### src/rtl/program_loader_pkg.sv
// rtl/program_loader_pkg.sv - shared defaults and FSM state encoding for program_loader
package program_loader_pkg;

    localparam int DEF_DATA_W = 8;
    localparam int DEF_ADDR_W = 8;

    typedef enum logic [2:0] {
        ST_IDLE  = 3'd0,
        ST_LOAD  = 3'd1,
        ST_CHECK = 3'd2,
        ST_RUN   = 3'd3,
        ST_ERROR = 3'd4
    } state_e;

endpackage

### src/rtl/loader_counter.sv
// rtl/loader_counter.sv - loadable wrapping address counter
module loader_counter #(
    parameter int W = 8
) (
    input  logic         clk,
    input  logic         rst_n,
    input  logic         load,
    input  logic [W-1:0] load_value,
    input  logic         inc,
    output logic [W-1:0] count
);

    logic [W-1:0] count_q;
    logic [W-1:0] count_d;

    // Load has priority over increment; increment wraps naturally at 2^W.
    always_comb begin
        count_d = count_q;
        if (load) begin
            count_d = load_value;
        end else if (inc) begin
            count_d = count_q + 1'b1;
        end
    end

    // Counter register, cleared by asynchronous reset.
    always_ff @(posedge clk or negedge rst_n) begin
        if (!rst_n) begin
            count_q <= '0;
        end else begin
            count_q <= count_d;
        end
    end

    assign count = count_q;

endmodule

### src/rtl/program_loader.sv
// rtl/program_loader.sv - streams a payload into memory then hands over to run mode; optional checksum via LOADER_CHECKSUM_EN
module program_loader
    import program_loader_pkg::*;
#(
    parameter int DATA_W = DEF_DATA_W,
    parameter int ADDR_W = DEF_ADDR_W
) (
    input  logic              clk,
    input  logic              reset,
    input  logic              start,
    input  logic [ADDR_W-1:0] base_addr,
    input  logic [ADDR_W-1:0] load_len,
    input  logic              in_valid,
    input  logic [DATA_W-1:0] in_data,
    output logic              in_ready,
    output logic [ADDR_W-1:0] mem_address,
    output logic [DATA_W-1:0] mem_data,
    output logic              mem_write,
    input  logic              halt,
    output logic              op,
    output logic              busy,
    output logic              error
);

    state_e            state_q, state_d;
    logic [ADDR_W-1:0] rem_q, rem_d;
    logic [ADDR_W-1:0] mem_address_q, mem_address_d;
    logic [DATA_W-1:0] mem_data_q, mem_data_d;
    logic              mem_write_q, mem_write_d;
    logic [ADDR_W-1:0] addr_cnt;
    logic              addr_load;
    logic              addr_inc;
    logic              xfer;
`ifdef LOADER_CHECKSUM_EN
    logic [DATA_W-1:0] sum_q, sum_d;
    logic [DATA_W-1:0] chk_sum;
`endif

    loader_counter #(.W(ADDR_W)) u_addr (
        .clk        (clk),
        .rst_n      (reset),
        .load       (addr_load),
        .load_value (base_addr),
        .inc        (addr_inc),
        .count      (addr_cnt)
    );

    assign xfer     = in_valid && in_ready;
    assign in_ready = (state_q == ST_LOAD) || (state_q == ST_CHECK);
    assign busy     = (state_q == ST_LOAD) || (state_q == ST_CHECK);
    assign op       = (state_q == ST_RUN);
`ifdef LOADER_CHECKSUM_EN
    assign error    = (state_q == ST_ERROR);
    assign chk_sum  = sum_q + in_data;
`else
    assign error    = 1'b0;
`endif
    assign mem_address = mem_address_q;
    assign mem_data    = mem_data_q;
    assign mem_write   = mem_write_q;

    // Next-state, counter and write-strobe decisions; halt always wins over start and transfers.
    always_comb begin
        state_d       = state_q;
        rem_d         = rem_q;
        mem_write_d   = 1'b0;
        mem_address_d = mem_address_q;
        mem_data_d    = mem_data_q;
        addr_load     = 1'b0;
        addr_inc      = 1'b0;
`ifdef LOADER_CHECKSUM_EN
        sum_d         = sum_q;
`endif
        case (state_q)
            ST_IDLE: begin
                if (start && !halt) begin
                    state_d   = ST_LOAD;
                    addr_load = 1'b1;
                    rem_d     = load_len;
`ifdef LOADER_CHECKSUM_EN
                    sum_d     = '0;
`endif
                end
            end
            ST_LOAD: begin
                if (halt) begin
                    state_d = ST_IDLE;
                end else if (xfer) begin
                    mem_write_d   = 1'b1;
                    mem_address_d = addr_cnt;
                    mem_data_d    = in_data;
                    addr_inc      = 1'b1;
                    rem_d         = rem_q - 1'b1;
`ifdef LOADER_CHECKSUM_EN
                    sum_d         = sum_q + in_data;
`endif
                    // A loaded length of 0 counts down through the full range, giving 2^ADDR_W bytes.
                    if (rem_q == {{(ADDR_W-1){1'b0}}, 1'b1}) begin
`ifdef LOADER_CHECKSUM_EN
                        state_d = ST_CHECK;
`else
                        state_d = ST_RUN;
`endif
                    end
                end
            end
`ifdef LOADER_CHECKSUM_EN
            ST_CHECK: begin
                if (halt) begin
                    state_d = ST_IDLE;
                end else if (xfer) begin
                    state_d = (chk_sum == '0) ? ST_RUN : ST_ERROR;
                end
            end
            ST_ERROR: begin
                if (halt) begin
                    state_d = ST_IDLE;
                end else if (start) begin
                    state_d   = ST_LOAD;
                    addr_load = 1'b1;
                    rem_d     = load_len;
                    sum_d     = '0;
                end
            end
`endif
            ST_RUN: begin
                if (halt) begin
                    state_d = ST_IDLE;
                end
            end
            default: begin
                state_d = ST_IDLE;
            end
        endcase
    end

    // State and output registers; reset drops any pending write immediately.
    always_ff @(posedge clk or negedge reset) begin
        if (!reset) begin
            state_q       <= ST_IDLE;
            rem_q         <= '0;
            mem_write_q   <= 1'b0;
            mem_address_q <= '0;
            mem_data_q    <= '0;
`ifdef LOADER_CHECKSUM_EN
            sum_q         <= '0;
`endif
        end else begin
            state_q       <= state_d;
            rem_q         <= rem_d;
            mem_write_q   <= mem_write_d;
            mem_address_q <= mem_address_d;
            mem_data_q    <= mem_data_d;
`ifdef LOADER_CHECKSUM_EN
            sum_q         <= sum_d;
`endif
        end
    end

endmodule
### config.mk
export PLATFORM = sky130hd
export DESIGN_NAME = program_loader
export DESIGN_NICKNAME = d
export VERILOG_FILES = /design/src/rtl/program_loader_pkg.sv /design/src/rtl/loader_counter.sv /design/src/rtl/program_loader.sv
export SDC_FILE = /design/constraint.sdc
export NUM_CORES = 1
export LEC_CHECK = 0
export CAP_MARGIN = 20
export CORE_MARGIN = 2
export CORE_UTILIZATION = 48
export DETAILED_ROUTE_END_ITERATION = 8
export PLACE_DENSITY = 0.8
export SYNTH_ARGS = -nofsm -noshare
export SYNTH_HDL_FRONTEND = slang
export SYNTH_SLANG_ARGS = --single-unit
### constraint.sdc
create_clock -name clk -period 1.9 [get_ports clk]
set_input_delay 0.285 -clock clk [delete_from_list [all_inputs] [get_ports clk]]
set_output_delay 0.285 -clock clk [all_outputs]
set_load 0.02 [all_outputs]
# Yosys cells after proc, flatten, opt, wreduce, memory -nomap -nowiden
# Cells that the tools add are included.
# word_totals
reg_bits,36
out_inout_bits,21
in_bits,29
elab_cells,46
# classes
n_addsub,2
n_reduce_logical,10
n_eq_ne,10
muxes,17
bitwise_logic,1
# op_table
op,n
$mux W8,5
$pmux W8 S2,1
$mux W3,5
$pmux W3 S3,1
$add A8 B1 Y8 const B,1
$eq A8 B1 Y1 const B,1
$ne A2 B2 Y1 const B,4
$reduce_and A4 Y1,2
$sub A8 B1 Y8 const B,1
$eq A3 B2 Y1 const B,2
$mux W1,5
$reduce_bool A2 Y1,2
$eq A3 B1 Y1 const B,1
$logic_not A3 Y1,1
$ne A3 B2 Y1 const B,1
$ne A3 B3 Y1 const B,1
$reduce_and A3 Y1,1
$logic_and A1 B1 Y1,2
$logic_not A1 Y1,1
$logic_or A1 B1 Y1,1
$not A1 Y1,1

# Depth between registers and ports, before layout
# Gate-level depths: netlist of the first run.
# depth
ltp_word,8
ltp_mapped,8
depth_no_buf,7

# Modules after synthesis
# A second synthesis of the first run with hierarchy kept.
# unflattened
hier_cells,205
hier_area_um2,1835.5
# by_module_without_submodules
module,seq_area_each_um2,cells_per_inst,area_each_um2,n_inst
program_loader,675.6,156,1385.1,1
loader_counter,200.2,49,450.4,1

# Worst setup path before layout of the first run
# OpenSTA, ideal clock, no wires.
# synth_path
kind,register -> register
startpoint,register state_q[0]
endpoint,register rem_q[7]
n_path_buf,1
setup_time_ns,0.080
required_ns,1.820
period_less_slack_ns,1.869
path_stages_with_launch,8
arrival_ns,1.789
path_slack_ns,0.031
cell_sequence,dfrtp_1 inv_1 ha_1 nand2_2 a2111oi_4 buf_6 o32ai_1 nor3_2
# synth_between
elab_chain_cells,5
elab_cells_between_ends,11
cone_classes,eq/ne: 5; mux: 1; reduce/logical: 5
# synth_lines
element,line_no,source
"start, declared",program_loader.sv:25,"state_e state_q, state_d;"
"start signal, assigned",program_loader.sv:149,state_q <= state_d;
$eq A3 B1 Y1 / $eq A3 B2 Y1 (equally long branches),n/a,
$logic_or A1 B1 Y1 (*),n/a,
via busy,program_loader.sv:21,"output logic busy,"
$logic_and A1 B1 Y1 (*),program_loader.sv:48,assign xfer = in_valid && in_ready;
$ne A2 B2 Y1 (no line) (*),n/a,
$reduce_and A4 Y1 (no line) (*),n/a,
"end signal, assigned",program_loader.sv:150,rem_q <= rem_d;
"end, declared",program_loader.sv:26,"logic [ADDR_W-1:0] rem_q, rem_d;"
# Mark *: on every way through the listed nets, which the timed path passes. The rest lies on a longest branch.
# A chain may end at the register's enable or synchronous reset.

# Worst setup path after layout of the first run
# layout_path
startpoint,register rem_q[0]
endpoint,register rem_q[4]
# layout_between
elab_chain_cells,4
# layout_lines
element,line_no,source
$sub A8 B1 Y8,program_loader.sv:93,rem_d = rem_q - 1'b1;
$mux W8,program_loader.sv:88,end else if (xfer) begin
$mux W8,program_loader.sv:86,if (halt) begin
$pmux W8 S2,program_loader.sv:74,case (state_q)
# Every way passes these cells. The select of a mux whose other input is x is not followed.

==> summary.md, run 1 <==
| Metric | Value |
|---|---|
| Outcome | `complete, no violations` |
| Biggest area consumer among synthesized cells | `dfrtp_1` |
| Number of fill cells in the layout | `292` |
| Vias per cell | `5.12` |
| Nets | `293` |
| RR Startpoint | `rem_q[0]` |
| Mean Syn Cell Area | `9.34 sq um` |
| Async S/R FF share, synth | `100%` |
| Initial antenna violation count | `0` |
| Synth cell count leaders | `52 x nand2_1, 35 x dfrtp_1, 16 x nor2_1` |
| Gr ovfl total | `0` |
| DRC viols | `0` |
| Reg area | `876 sq um` |
| Post-route ant nets | `0` |
| Ant. Diodes | `0` |
| CP required | `2.07 ns` |
| Largest net degree at the start of global routing | `36` |
| Post-synthesis mux area share | `1.77%` |
| Synthesis warning total | `0` |
| Std-Cell Rows | `22` |
| Yosys cell types | `41` |
| Mapped Area | `~1800 sq um` |
| DRT iter0 DRCs | `87` |
| Multi-input logic area | `878 sq um` |
| Compound-Gate Fraction of Synth Area | `12.2%` |
| Vias in the first global route | `1438` |
| Main synth FF type | `dfrtp_1` |
| Global-route wire length before repair | `approximately 6.1 mm` |
| Max frequency | `552 MHz` |
| CP arrival | `1.98 ns` |
| Port Buffers | `between 40 and 50` |
| CTS buffer count | `5` |
| Clk Latency, worst-skew pair | `0.28 ns` |
| Largest family of logic cells by synthesized area | `simple AND/OR/NAND/NOR gates` |
| Cell Chain, Critical Path | `inv_1 > ha_1 > or3b_2 > nor4_1 > mux2_2 > a21oi_2` |
| H-tree lvl count | `2` |
| Hold_ws | `0.410 ns` |
| Worst Clk Skew | `0.00510 ns` |
| Syn Nets | `232` |
| Worst R2R End | `rem_q[4]` |
| Crit. End Element | `register` |
| Clk pin slew, worst setup/hold paths | `about 0.070 ns` |
| Simple logic cell fraction of the synthesized area | `25.3%` |
| Worst min path class | `primary input to async pin` |
| Final Routed Wirelength | `about 3.8 mm` |
| Peak supply drop | `roughly 0.8 mV` |
| IO Count | `50` |
| Leakage power | `approximately 1.2 nW` |
| Slew Viols, Final | `0` |
| Post-Syn Instances | `197` |
| Area share of fa/ha/maj cells after synthesis | `4.08%` |
| DRT Pass-1 Iters | `4` |
| Unrepaired setup endpoints after global routing | `false` |
| DIE AREA | `4340 sq um` |
| Final hold violation count | `0` |
| MaxCap Viol Count | `0` |
| Crit-path slowest cell | `or3b_2` |
| Critical Path Start Type | `register` |
| Clk sinks | `35` |
| Period utilisation layout | `about 95%` |
| Root Buffer | `clkbuf_8` |
| Setup violations, final | `0` |
| Slowest Stage Delay on Critical Path | `0.49 ns` |
| Core Footprint | `3660 sq um` |
| Clock buffer depth | `2` |
| Placed Instances | `298` |
| Placer Congestion | `0.838` |
| Die height | `65.9 um` |
| WS Path Type | `register to register` |
| Worst-path maximum fanout | `4` |
| PwrDens | `1520 nW/um^2` |
| WL per Instance | `12.3 um` |
| Worst R2R Path Depth | `6` |
| Count leader, synth | `nand2_1` |
| Post-route minimum period | `1.81 ns` |
| Post-Synth XOR/XNOR Area | `3.33%` |
| CTS tree | `built` |
| Area fraction of the dominant cell type after synthesis | `47.6%` |
| Post-DP HPWL | `2.80 mm` |
| Sequential area share after synthesis | `47.6%` |
| CP startpoint | `rem_q[0]` |
| Synth Register Bits | `35` |
| Final Non-Filler Cells | `307` |
| R2R Setup Slk | `0.09 ns` |
| Overall Global Routing Usage | `18.6%` |
| Starting Density | `50.2%` |
| Overall die width | `65.9 um` |
| Ranking of synthesized cells by area | `dfrtp_1 48%, nand2_1 11%, ha_1 4.1%` |
| Number of flops mapped to enable cells by yosys | `0` |
| Fraction of layout instances using a drive strength above 1 | `16.6%` |
| Area Growth Syn to Fin | `40.9%` |
| Total number of vias | `1571` |
## stage by stage
stage	instance area [sq um]	power [W]	setup TNS [ns]	util, %	setup slack (ns)
3_5_place_dp	2450	0.00324	-0.0445	66.9	-0.0256
4_1_cts	2560	0.00392	0	70.1	0.0113
2_1_floorplan	1840	0.00251	0	-	0.0308
6_report	2590	0.00395	0	70.8	0.0891
5_1_grt	2590	0.00423	0	70.8	0.00461
3_3_place_gp	2450	0.00319	0	66.9	0.0123
## power breakdown
part / total [W] / switching, W / internal, W
clock network: 0.000690 / 0.000266 / 0.000424
registers: 0.00134 / 0.000266 / 0.00108
logic: 0.00192 / 0.000960 / 0.000957
total: 0.00395 / 0.00149 / 0.00246
## worst max-delay path by stage
| stage | to | cells past startpoint |
|---|---|---|
| floorplan | rem_q[7] | 7 |
| global placement | rem_q[5] | 6 |
| detailed placement | rem_q[5] | 6 |
| CTS | rem_q[5] | 7 |
| global route | rem_q[4] | 6 |
| finish | rem_q[4] | 6 |
## logic make-up after synthesis
kind of cell / count (synthesis)
fa+ha+maj: 6
other cells: 1
compound gates: 29
mux: 3
simple gates: 96
flops: 35
xor+xnor: 7
buf+inv: 20
## critical path: cells and delay by family, from the launching register on
| family | cells | cell delay (ns) |
|---|---|---|
| adders and majority gates | 1 | 0.20 |
| and+or+nand+nor | 2 | 0.72 |
| DFF | 1 | 0.41 |
| muxes | 1 | 0.23 |
| buffers and inverters | 1 | 0.09 |
| AOI/OAI and AO/OA | 1 | 0.05 |
## area by class of cell
class	count	area share [%]
tap	48	2.32
timing repair buffer	66	24.3
clock buffer	6	3.19
inverter	8	1.16
clock inverter	2	1.35
multi-input combinational	142	33.9
sequential	35	33.8
## state kept, by name, summed over array words and instances (netlist names)
| register | cells |
|---|---|
| mem_address | 8 |
| rem_q | 8 |
| u_addr.count | 8 |
| mem_data | 8 |
| mem_write | 1 |
| state_q | 2 |
## layout by cell type, fill, tap and decap left out, drive strengths merged, types with 4 or more instances in the layout
cell type | netlist | layout
a21oi | 12 | 12
buf | 11 | 18
clkbuf | 1 | 6
clkdlybuf4s50 | 0 | 46
dfrtp | 35 | 35
ha | 6 | 6
inv | 8 | 8
nand2 | 53 | 53
nand4 | 4 | 4
nor2 | 16 | 16
nor3 | 8 | 8
o32ai | 6 | 6
xnor2 | 5 | 5
## layer usage
metal  GRT usage [%]  routed length [um]  part of all wire (%)  vias to the layer above
met5               0                   0                     0                        -
li1                -                   -                     -                      790
met2            33.7                1870                    49                       45
met4            5.47                  46                   1.2                        0
met3            4.77                 225                   5.9                        7
met1            21.5                1640                    43                      729
## repair_timing
action | 4_1_cts | 5_1_grt
hold endpoints to repair | 0 | 0
buffers inserted | 0 | 1
resized for setup | 2 | 4
hold buffers | 0 | 0
setup endpoints to repair | 2 | 8
Power figures use the tool's default switching activity.
==> run 2, diff against run 1 <==
--- a/config.mk
+++ b/config.mk
@@ -5,6 +5,7 @@
 export SDC_FILE = /design/constraint.sdc
 export NUM_CORES = 1
 export LEC_CHECK = 0
+export ABC_CLOCK_PERIOD_IN_PS = 1900
 export CAP_MARGIN = 20
 export CORE_MARGIN = 2
 export CORE_UTILIZATION = 48
==> results of run 2 <==
No change in the layout: final DEF, timing and power equal those of run 1.
==> run 3, diff against run 2 <==
--- a/config.mk
+++ b/config.mk
@@ -5,12 +5,12 @@
 export SDC_FILE = /design/constraint.sdc
 export NUM_CORES = 1
 export LEC_CHECK = 0
+export ABC_AREA = 1
 export ABC_CLOCK_PERIOD_IN_PS = 1900
 export CAP_MARGIN = 20
-export CORE_MARGIN = 2
 export CORE_UTILIZATION = 48
 export DETAILED_ROUTE_END_ITERATION = 8
-export PLACE_DENSITY = 0.8
+export PLACE_DENSITY = 0.79
 export SYNTH_ARGS = -nofsm -noshare
 export SYNTH_HDL_FRONTEND = slang
 export SYNTH_SLANG_ARGS = --single-unit
==> summary.md, run 3 <==
| Metric | Value |
|---|---|
| Commonest non-fill, non-tap cell in the layout | `nand2_1` |
| Slew Viols, Final | `0 (unchanged)` |
| Pint | `0.00220 W (-10%)` |
| Vias per cell | `4.90 (-4.2%)` |
| WL per Instance | `11.6 um (-5.8%)` |
| Final Routed Wirelength | `4.23 mm (+12%)` |
| Core Footprint | `3740 sq um (+2.3%)` |
| Worst R2R Path Depth | `10 (+4)` |
| Async S/R FF share, synth | `100% (unchanged)` |
| Most frequent cells in the layout | `91 x nand2_1, 46 x clkdlybuf4s50_1, 35 x dfrtp_1, 29 x inv_1, 26 x nand3_1` |
| Ranking of synthesized cells by area | `dfrtp_1 46%, nand2_1 18%, nand3_1 6.8%` |
| Post-Syn Instances | `261 (+32%)` |
| Initial antenna violation count | `0 (unchanged)` |
| Vias in the first global route | `1738 (+21%)` |
| DRT iter0 DRCs | `97 (+11%)` |
| Post-CTS Setup Repair Bufs | `0 (unchanged)` |
| Main synth FF type | `dfrtp_1` |
| Final hold violation count | `0 (unchanged)` |
| CP arrival | `1.46 ns (-0.52 ns)` |
| Max frequency | `574 MHz (+3.9%)` |
| IO Count | `50 (unchanged)` |
| Post-route minimum period | `1.74 ns (-0.0683 ns)` |
| Multi-input logic area | `885 sq um (+0.71%)` |
| DIE AREA | `4260 sq um (-1.9%)` |
| Global-route wire length before repair | `7.31 mm (+19%)` |
| Number of hold buffers added after CTS | `0 (unchanged)` |
| Root Buffer | `clkbuf_8` |
| Std-Cell Rows | `22 (unchanged)` |
| Sequential area share after synthesis | `45.6% (-2.0 points)` |
| Outcome | `complete, no violations` |
| Clk pin slew, worst setup/hold paths | `0.07 ns (about the same)` |
| Nets | `350 (+19%)` |
| Syn Nets | `296 (+28%)` |
| Yosys cell types | `27 (-34%)` |
| Synth Register Bits | `35 (unchanged)` |
| Area Growth Syn to Fin | `33.4%` |
| Peak supply drop | `0.731 mV (-11%)` |
| PwrDens | `1510 nW/um^2 (-1.1%)` |
| MaxCap Viol Count | `0 (unchanged)` |
| Gr ovfl total | `0 (unchanged)` |
| Final Power | `0.00387 W (-2.2%)` |
| Count leader, synth | `nand2_1` |
| Ant. Diodes | `0 (unchanged)` |
| Die height | `65.3 um (-0.95%)` |
| Placer Congestion | `0.874 (+4.3%)` |
| Sequential Power Share | `34.3% (+0.3 points)` |
| Overall die width | `65.3 um (-0.95%)` |
| Crit. End Element | `output port` |
| Mean Syn Cell Area | `7.36 sq um (-21%)` |
| Overall Global Routing Usage | `22.7% (+4.1 points)` |
| Total number of vias | `1785 (+14%)` |
| Synth cell count leaders | `91 x nand2_1, 35 x dfrtp_1, 29 x inv_1` |
| CTS buffer count | `5 (unchanged)` |
| Biggest area consumer among synthesized cells | `dfrtp_1` |
| Clk Latency, worst-skew pair | `0.29 ns (about the same)` |
| Critical Path Start Type | `register` |
| Reg area | `876 sq um (unchanged)` |
| Period utilisation layout | `91.7% (-3.6 points)` |
| Mapped Area | `1920 sq um (+4.5%)` |
| CP required | `1.62 ns (-0.45 ns)` |
| Setup TNS | `0 ns (unchanged)` |
| Clock power share | `15.3% (-2.2 points)` |
| Unrepaired setup endpoints after global routing | `false` |
| Gate power share | `50.4% (+1.9 points)` |
| WS Path Type | `register to output port` |
| Largest net degree at the start of global routing | `36 (unchanged)` |
| Post-DP HPWL | `3.10 mm (+11%)` |
| Number of fill cells in the layout | `321 (+9.9%)` |
| Worst Clk Skew | `0.00398 ns (-0.00112 ns)` |
| Worst min path class | `primary input to async pin` |
| Number of flops mapped to enable cells by yosys | `0 (unchanged)` |
| Setup violations, final | `0 (unchanged)` |
| Port Buffers | `48 (unchanged)` |
| DRT Pass-1 Iters | `4 (unchanged)` |
| Post-route ant nets | `0 (unchanged)` |
| DRC viols | `0 (unchanged)` |
| Leakage power | `1.30 nW (+13%)` |
| Starting Density | `51.3% (+1.1 points)` |
| CTS tree | `built` |
| H-tree lvl count | `2 (unchanged)` |
| Area fraction of the dominant cell type after synthesis | `45.6% (-2.0 points)` |
| Sw frac | `43.0% (+5.3 points)` |
| Synthesis warning total | `0 (unchanged)` |
| Worst-path maximum fanout | `3 (-1)` |
| Clock buffer depth | `2 (unchanged)` |
| Fraction of layout instances using a drive strength above 1 | `6.96% (-9.6 points)` |
| Clk sinks | `35 (unchanged)` |
| NetSw | `0.00166 W (+12%)` |
==> run 3: cell types whose count changed after synthesis, sizes merged, moves of 8 or more <==
cell and change:
a21oi -9, inv +24, nand2 +40, nand3 +24, nor2 +8, o21ai +21
==> run 3: worst paths after layout <==
check	end	start	slack (ns)
setup / recovery	op	state_q[0]	0.16
hold / removal	state_q[1]	reset	0.40
setup reg to reg	rem_q[6]	state_q[0]	0.21
hold reg to reg	mem_data[4]	mem_data[4]	0.48
max in group asynchronous	rem_q[0]	reset	1.18
min in group clk	mem_data[4]	mem_data[4]	0.48
==> run 3: routing by layer <==
metal	track usage [%]	up-vias	routed length, um
met2	37.6	48	1950
met4	9.78	0	66
li1	-	932	-
met3	5.90	7	257
met5	0	-	0
met1	27.8	798	1950
==> run 3: cell families after synthesis <==
| group | synth area share [%] |
|---|---|
| XOR/XNOR | 0.456 |
| buffers and inverters | 8.40 |
| flip-flops | 45.6 |
| other | 0.195 |
| AND/OR/NAND/NOR | 32.4 |
| AO/OA/AOI/OAI | 9.05 |
| adder cells (fa/ha/maj) | 3.91 |
==> run 3: stage by stage <==
step / util (%) / instance area (sq um) / hold slack [ns] / setup slack, ns / instances
after floorplan: - / 1920 / -0.0106 / 0.343 / 261
after global placement: 65.9 / 2470 / 0.462 / 0.207 / 356
after detailed placement: 65.9 / 2470 / 0.466 / 0.166 / 356
after CTS: 68.5 / 2560 / 0.425 / 0.142 / 364
after global routing: 68.5 / 2560 / 0.453 / 0.0320 / 364
final: 68.5 / 2560 / 0.400 / 0.157 / 364
==> run 3: worst max-delay path, stage by stage (launching register included) <==
cell             delay [ns]
dfrtp_1                0.38
ha_1                   0.18
clkdlybuf4s50_1        0.61
==> run 3: layout make-up <==
class                      instances  share of cell area (%)
sequential                        35                    34.2
inverter                          32                    4.69
tap                               48                    2.34
clock buffer                       8                    3.90
timing repair buffer              54                    20.4
multi-input combinational        187                    34.5
==> run 3: power by group through the flow <==
stage | clock network, W | registers (W) | logic, W
after floorplan | 0 | 0.00147 | 0.00112
after global placement | 0 | 0.00133 | 0.00191
after detailed placement | 0 | 0.00133 | 0.00196
after CTS | 0.000603 | 0.00132 | 0.00196
after global routing | 0.000646 | 0.00137 | 0.00220
final | 0.000592 | 0.00133 | 0.00195
==> run 3: repair_timing <==
item | CTS | global route
gates resized for setup | 2 | 0
hold endpoints to repair | 0 | 0
endpoints found under the setup margin | 2 | 0
==> variant, RTL diff (settings of run 2) <==
Re-encode `state_e` (5 states) as one-hot, 5 bits wide.
--- a/src/rtl/program_loader_pkg.sv
+++ b/src/rtl/program_loader_pkg.sv
@@ -4,12 +4,12 @@
     localparam int DEF_DATA_W = 8;
     localparam int DEF_ADDR_W = 8;
 
-    typedef enum logic [2:0] {
-        ST_IDLE  = 3'd0,
-        ST_LOAD  = 3'd1,
-        ST_CHECK = 3'd2,
-        ST_RUN   = 3'd3,
-        ST_ERROR = 3'd4
+    typedef enum logic [4:0] {
+        ST_IDLE  = 5'b00001,
+        ST_LOAD  = 5'b00010,
+        ST_CHECK = 5'b00100,
+        ST_RUN   = 5'b01000,
+        ST_ERROR = 5'b10000
     } state_e;
 
 endpackage
Check against the original RTL: same outputs for any inputs over 4 cycles, from zero or initial values and one cycle with reset low; so few cycles prove little.
==> variant against run 2 <==
- global-route usage is 2.1 points higher
- sequential cell count is 1 higher
- worst setup slack worse by 0.040 ns
- final cell count increased by 0.33%
- cell area is 2.6% lower
- non-clock buffer count rose by 2
- area after synthesis down 3.4%
- via count increased by 1.5%
- sequential share of layout area increased by 1.9 points
- routed wire length grew 3.8%
- critical path type is now flop to primary output
- largest cell class is now registers
Power is not compared: it rests on default switching activity, and its combinational part moved more than twofold at a synthesized area within 25%.
==> variant: results (changes against run 2) <==
stage,metric,value,unit,change
placement,input/output buffers,48,,unchanged
yosys,fraction of registers with async set/reset,100,%,unchanged
run_status,outcome,"complete, no violations",,unchanged
grt,vias in the first global route,1528,,was 1438
yosys,synth top area cells,"dfrtp_1 49%, nand2_1 12%, o21ai_0 3.4%",,"was dfrtp_1 48%, nand2_1 11%, ha_1 4.1%"
yosys,Cell variety after synth,44,,was 41
yosys,most frequent cell after synthesis,nand2_1,,unchanged
clock_tree,post_cts resized,3,,was 2
grt,initial antenna violation count,0,,unchanged
detailed_routing,initial detailed-routing violation count,93,,was 87
detailed_routing,routed length per instance,12.8,µm,was 12.3 µm
power,VDD IR max,838,µV,
setup_path,r2r startpoint,state_q[3],,was rem_q[0]
detailed_routing,Pre-antenna DRT Iters,4,,unchanged
detailed_routing,vias per inst,5.18,,was 5.12
clock_tree,Post-CTS Hold Fix Bufs,0,,unchanged
placement,hpwl dp,2.98,mm,was 2.80 mm
clock_tree,Clock transition at path regs,0.07,ns,about the same
setup_path,Max stage delay on crit path,0.48,ns,
setup_path,Crit path max-delay family,simple AND/OR/NAND/NOR gates,,unchanged
clock_tree,CTS buffer count,5,,unchanged
sta,Rel. slew slack,46.8,%,
grt,global-route wire length before repair,6.67,mm,was 6.14 mm
yosys,most instantiated cells after synthesis,"57 x nand2_1, 35 x dfrtp_1, 12 x o21ai_0",,"was 52 x nand2_1, 35 x dfrtp_1, 16 x nor2_1"
setup_path,crit path launch,state_q[0],,was rem_q[0]
grt,Global Route Usage Sum,20.7,%,was 18.6%
yosys,synth warn,0,,unchanged
min_path,Hold Crit Class,input pin to async pin,,unchanged
power,Lkg Pwr,1.15,nW,
layout,Finished Layout Cells,308,,was 307
placement,placed cells,300,,was 298
setup_path,Slowest cell on crit path,or3b_2,,unchanged
yosys,Post-Synthesis Net Count,226,,was 232
clock_tree,worst-skew pair later-pin latency,0.30,ns,was 0.28 ns
setup_path,Critical Path Fanout Max,3,,was 4
clock_tree,clk buf depth,2,,unchanged
yosys,Syn Inst Count,194,,was 197
layout,share of layout cells above drive strength 1,15.8,%,was 16.6%
layout,fin nets,291,,was 293
layout,antenna cells,0,,unchanged
clock_tree,CTS HTree Levels,2,,unchanged
sta,Final Skew,0.00746,ns,was 0.00510 ns
grt,largest net degree at the start of global routing,37,,was 36
yosys,sequential area share after synthesis,50.8,%,was 47.6%
placement,placer's final routability congestion estimate,0.848,,was 0.838
setup_path,crit path DAT,1.57,ns,was 1.98 ns
clock_tree,postcts setup bufs,0,,unchanged
clock_tree,clock root buffer,clkbuf_8,,unchanged
[variant: through the flow]
| stage | total power [W] | hold slack, ns | setup slack (ns) | instance area [µm²] |
|---|---|---|---|---|
| final | 0.00230 | 0.0670 | 0.0492 | 2520 |
| after CTS | 0.00232 | 0.0932 | 0.0236 | 2510 |
| after global placement | 0.00163 | 0.423 | -0.146 | 2410 |
| after global routing | 0.00244 | 0.130 | -0.0122 | 2520 |
| after floorplan | 0.00133 | -0.0106 | 0.146 | 1780 |
| after detailed placement | 0.00165 | 0.414 | -0.228 | 2410 |
[variant: metal layers]
metal	wire length (µm)	track usage (%)
met3	207	4.86
met4	63	9.04
met2	1870	33.9
met1	1780	26.1
met5	0	0
[variant: layout make-up]
class	instances	area, µm²
fillers	290	1080
flip-flops and latches	36	902
multi-input cells	139	783
repair buffers	68	634
clock buffers	5	68.8
well taps	48	60.1
clock inverters	3	42.5
inverters	9	33.8
[variant: logic make-up (layout without fill, tap and decap cells)]
kind of cell,count (synthesis),in the layout,synth area share (%)
other cells,1,1,0.211
mux,1,1,0.563
flops,36,36,50.8
buf+inv,19,85,5.77
xor+xnor,3,3,1.48
compound gates,40,40,16.1
fa+ha+maj,3,3,2.11
simple gates,91,91,23.0
[variant: report_power, final]
group	switching [W]	total [W]	internal, W
combinational	0.000296	0.000611	0.000314
sequential	0.000113	0.00102	0.000911
clock	0.000282	0.000670	0.000388
total	0.000691	0.00230	0.00161
[variant: path summary, 6_finish.rpt]
check / to / slack [ns] / cells past startpoint
min in group clk: mem_data[0] / 0.48 / 2
hold / removal: u_addr.count[4] / 0.07 / 1
max in group asynchronous: mem_data[6] / 1.32 / 1
setup / recovery: busy / 0.05 / 3
hold reg to reg: mem_data[0] / 0.48 / 2
setup reg to reg: u_addr.count[7] / 0.08 / 6
